`src/rtl/cnt_min_hour.sv`:
```
// rtl/cnt_min_hour.sv - BCD minute/hour time-of-day counter with set-time FSM
// Counts seconds carries into minutes/hours and lets two buttons set the time.
module cnt_min_hour (
  input  logic       clk,
  input  logic       clr_n,
  input  logic       sec_carry,
  input  logic       set_btn,
  input  logic       inc_btn,
  output logic [3:0] min_L,
  output logic [3:0] min_H,
  output logic [3:0] hour_L,
  output logic [3:0] hour_H,
  output logic       set_hour,
  output logic       set_min,
  output logic       sec_clr,
  output logic       chime,
  output logic       day_carry
);

  typedef enum logic [1:0] {
    RUN      = 2'd0,
    SET_HOUR = 2'd1,
    SET_MIN  = 2'd2
  } state_t;

  state_t     state, state_nxt;
  logic [7:0] min_nxt, hour_nxt;
  logic       sec_clr_nxt, chime_nxt, day_carry_nxt;
  logic       min_wrap, hour_wrap;

  // Digit pairs are {tens, units}; only valid BCD is ever reachable.
  function automatic logic [7:0] inc_min(input logic [7:0] m);
    if (m == 8'h59)
      inc_min = 8'h00;
    else if (m[3:0] == 4'd9)
      inc_min = {m[7:4] + 4'd1, 4'd0};
    else
      inc_min = {m[7:4], m[3:0] + 4'd1};
  endfunction

  function automatic logic [7:0] inc_hour(input logic [7:0] h);
    if (h == 8'h23)
      inc_hour = 8'h00;
    else if (h[3:0] == 4'd9)
      inc_hour = {h[7:4] + 4'd1, 4'd0};
    else
      inc_hour = {h[7:4], h[3:0] + 4'd1};
  endfunction

  assign min_wrap  = ({min_H, min_L} == 8'h59);
  assign hour_wrap = ({hour_H, hour_L} == 8'h23);

  always_comb begin
    state_nxt     = state;
    min_nxt       = {min_H, min_L};
    hour_nxt      = {hour_H, hour_L};
    sec_clr_nxt   = 1'b0;
    chime_nxt     = 1'b0;
    day_carry_nxt = 1'b0;
    case (state)
      RUN: begin
        // A carry arriving with set_btn still lands before entering SET_HOUR.
        if (sec_carry) begin
          min_nxt = inc_min({min_H, min_L});
          if (min_wrap) begin
            hour_nxt      = inc_hour({hour_H, hour_L});
            chime_nxt     = 1'b1;
            day_carry_nxt = hour_wrap;
          end
        end
        if (set_btn)
          state_nxt = SET_HOUR;
      end
      SET_HOUR: begin
        if (set_btn)
          state_nxt = SET_MIN;
        else if (inc_btn)
          hour_nxt = inc_hour({hour_H, hour_L});
      end
      SET_MIN: begin
        if (set_btn) begin
          state_nxt   = RUN;
          sec_clr_nxt = 1'b1;
        end else if (inc_btn) begin
          min_nxt = inc_min({min_H, min_L});
        end
      end
      default: state_nxt = RUN;
    endcase
  end

  always_ff @(posedge clk or negedge clr_n) begin
    if (!clr_n) begin
      state     <= RUN;
      min_L     <= 4'd0;
      min_H     <= 4'd0;
      hour_L    <= 4'd0;
      hour_H    <= 4'd0;
      sec_clr   <= 1'b0;
      chime     <= 1'b0;
      day_carry <= 1'b0;
    end else begin
      state            <= state_nxt;
      {min_H, min_L}   <= min_nxt;
      {hour_H, hour_L} <= hour_nxt;
      sec_clr          <= sec_clr_nxt;
      chime            <= chime_nxt;
      day_carry        <= day_carry_nxt;
    end
  end

  assign set_hour = (state == SET_HOUR);
  assign set_min  = (state == SET_MIN);

endmodule

```
`config.mk`:
```
export PLATFORM = sky130hd
export DESIGN_NAME = cnt_min_hour
export DESIGN_NICKNAME = d
export VERILOG_FILES = /design/src/rtl/cnt_min_hour.sv
export SDC_FILE = /design/constraint.sdc
export NUM_CORES = 1
export LEC_CHECK = 0
export ABC_AREA = 1
export CORE_MARGIN = 5
export CORE_UTILIZATION = 40
export DETAILED_ROUTE_END_ITERATION = 16
export PLACE_DENSITY_LB_ADDON = 0.08
export SYNTH_ARGS = -nofsm -noshare
export SYNTH_HDL_FRONTEND = slang
export SYNTH_SLANG_ARGS = --single-unit
export TNS_END_PERCENT = 50
```
`constraint.sdc`:
```
create_clock -name clk -period 1.5 [get_ports clk]
set_input_delay 0.3 -clock clk [delete_from_list [all_inputs] [get_ports clk]]
set_output_delay 0.3 -clock clk [all_outputs]
set_load 0.01 [all_outputs]
```
==> results.yml <==
routing:
  num_vias: 1154
  ant_nets: 0
  dr.pass1.iters: 4
  wl_per_cell_um: 11.9
  routed_via_density: 4.79
  drc: 0
  wirelength_mm: 2.87
  drt_iter0_drc: 32
worst_setup_path:
  max_stage_delay_ns: 0.44
  startpoint_type: "flop"
  path_delay_family: "flip-flops"
  cp.depth: 2
  path_class: "reg2out"
  crit_path_end_kind: "primary output"
  cp.arrival_ns: 1.14
  startpoint: "state[1]"
  critPathMaxFanout: 3
  regToRegStartpoint: "hour_H[0]"
  critical_path.slowest_cell: "dfrtp_1"
  required_ns: 1.20
  path_buf_inv: 1
  path_cells: "nor2_2 > dlygate4sd2_1"
  reg2reg_depth: 10
  reg2reg_slack_ns: 0.09
clock_network:
  cts_sinks: 21
  clock_path_buffers: 2
  root_buffer: "clkbuf_4"
  insertion_delay_ns: 0.30
  htreeDepth: 1
  cts-buffers-inserted: 3
  cts_tree: "done"
  clk_pin_slew_ns: 0.12
synthesis:
  ys_warn_count: 0
  ys_types: 19
  syn-cell-area_um2: 1220
  synth_area_leader_cell: "dfrtp_1"
  ys_top_cells_by_count: "42 x nand2_1, 24 x inv_1, 21 x dfrtp_1"
  async_flop_share: 1.00
  yosysSeqAreaShare: 0.431
  synth_most_common_cell: "nand2_1"
  synth_seq_cells: 21
  synth_area_per_cell_um2: 7.87
  synth_edf_count: 0
  synth_top_area_frac: 0.431
  synthCells: 155
  synth_nets: 168
  synth.area.top_cells: "dfrtp_1 43%, nand2_1 13%, ha_1 8.2%, inv_1 7.4%, nor2_1 4.3%"
  ys_dominant_reg_cell: "dfrtp_1"
timing:
  min_period_ns: 1.44
  slew_violations: 0
  period_share: 0.960
  fin_ws_ns: 0.0605
  hold_viol: 0
  fmax_ghz: 0.695
  finalSetupViolations: 0
  clock-skew-final_ns: 0.00476
  tightest_slew_ns: 0.285
  timing.slew.headroom: 0.810
global_route:
  grt_usage: 0.142
  grt_pass1_wl_mm: 4.78
  antenna_found_initial: 0
  grt_max_degree: 22
  grt_pass1_vias: 1126
  overflow: 0
placed_design:
  dpl.cell_count: 225
  gp_congestion: 0.796
  hpwl_mm: 2.01
  port-buffer-count: 25
  pre_cts_ws_ns: -0.0141
floorplanning:
  rows: 20
  dieArea_um2: 4250
  initial_core_util: 0.410
  coreArea_um2: 2980
  die_w_um: 65.2
  ios: 26
  fp.dieH_um: 65.2
status:
  run_status: "completed"
final_layout:
  layout-drive-gt1-share: 0.264
  nFillCells: 286
  syn_to_final_growth_pct: 43.6
  post-route-util: 0.588
  instances_no_fill: 241
  nets: 222
  n_antenna_cell: 0
power_and_ir_drop:
  ir_drop_mv: 0.867
  total_leakage_power_uw: 0.000999
  powerDensity_nw_per_um2: 1450
worst_hold_path:
  hold_path.class: "in2async"
run:
  maxCapViolations: 0
==> cells by family (layout without fill, tap and decap cells) <==
family / count (synthesis) / in the layout / share of synthesized area
simple gates: 87 / 87 / 0.342
buf+inv: 25 / 78 / 0.0779
flops: 21 / 21 / 0.431
compound gates: 11 / 11 / 0.0462
fa+ha+maj: 8 / 8 / 0.0821
xor+xnor: 3 / 3 / 0.0215
==> state kept, by name (all words and copies together) (netlist names) <==
register   cells
min_L          4
sec_clr        1
state          2
day_carry      1
hour_H         4
chime          1
hour_L         4
min_H          4
==> final cells by class <==
cell class                 count  area (um^2)  area share
inverter                      25         97.6      0.0557
multi-input combinational    109          647       0.369
timing repair buffer          49          412       0.235
clock buffer                   4         26.3      0.0150
sequential                    21          528       0.301
tap                           33         41.3      0.0236
==> metal layers <==
layer | share of wire | global-route usage | vias to the layer above
met5 | 0 | 0 | -
met4 | 0.0063 | 0.0285 | 0
met3 | 0.048 | 0.0513 | 2
met2 | 0.53 | 0.253 | 22
met1 | 0.42 | 0.164 | 541
li1 | - | - | 589
==> placed cells by master, fill, tap and decap left out, types with 2 or more instances in the layout <==
master and n:
a21oi_1 4, xor2_1 3, nand2_2 5, dfrtp_1 19
buf_4 23, ha_1 6, nand2_4 4, nor2_1 12
clkdlybuf4s50_1 4, dfrtp_2 2, nand2_1 40, dlygate4sd2_1 18
clkbuf_4 3, nor2_2 6, inv_1 22, o21ai_0 3
nand4_1 7, dlymetal6s2s_1 2, nand3_1 7, o21ai_1 3
nor2_4 2
==> timing repair <==
item,in CTS,in global routing
resized for setup,24,17
endpoints found under the hold margin,0,0
hold buffers,0,0
setup endpoints to repair,19,11
buffers inserted,8,4
pin swaps,0,5
==> per-stage QoR <==
step | TNS [ns] | area [um^2] | power, uW | hold WS, ns
after detailed placement | -0.0430 | 1600 | 2230 | 0.544
after global routing | -0.0189 | 1750 | 2780 | 0.342
after floorplan | 0 | 1220 | 1620 | 0.00441
final | 0 | 1750 | 2540 | 0.328
after CTS | 0 | 1660 | 2480 | 0.331
after global placement | -0.0546 | 1600 | 2200 | 0.529
==> worst register-to-register path, cell delays in order (launching register included) <==
cell,delay [ns]
dfrtp_1,0.41
buf_6,0.14
inv_4,0.06
ha_4,0.12
inv_2,0.03
nor2_2,0.10
nand3_2,0.10
nand2_2,0.14
nand3_4,0.10
nand2_1,0.07
nand2_1,0.05
==> power breakdown <==
part / total [uW] / switching, uW / internal, uW
sequential: 862 / 136 / 726
clock: 278 / 175 / 104
combinational: 1400 / 769 / 633
total: 2540 / 1080 / 1460
==> worst paths after layout <==
path                             end
hold / removal              state[0]
setup reg to reg           hour_H[2]
max in group asynchronous   min_H[2]
min in group clk            min_H[1]
setup / recovery            set_hour
hold reg to reg             min_H[1]
Power figures use the tool's default switching activity.
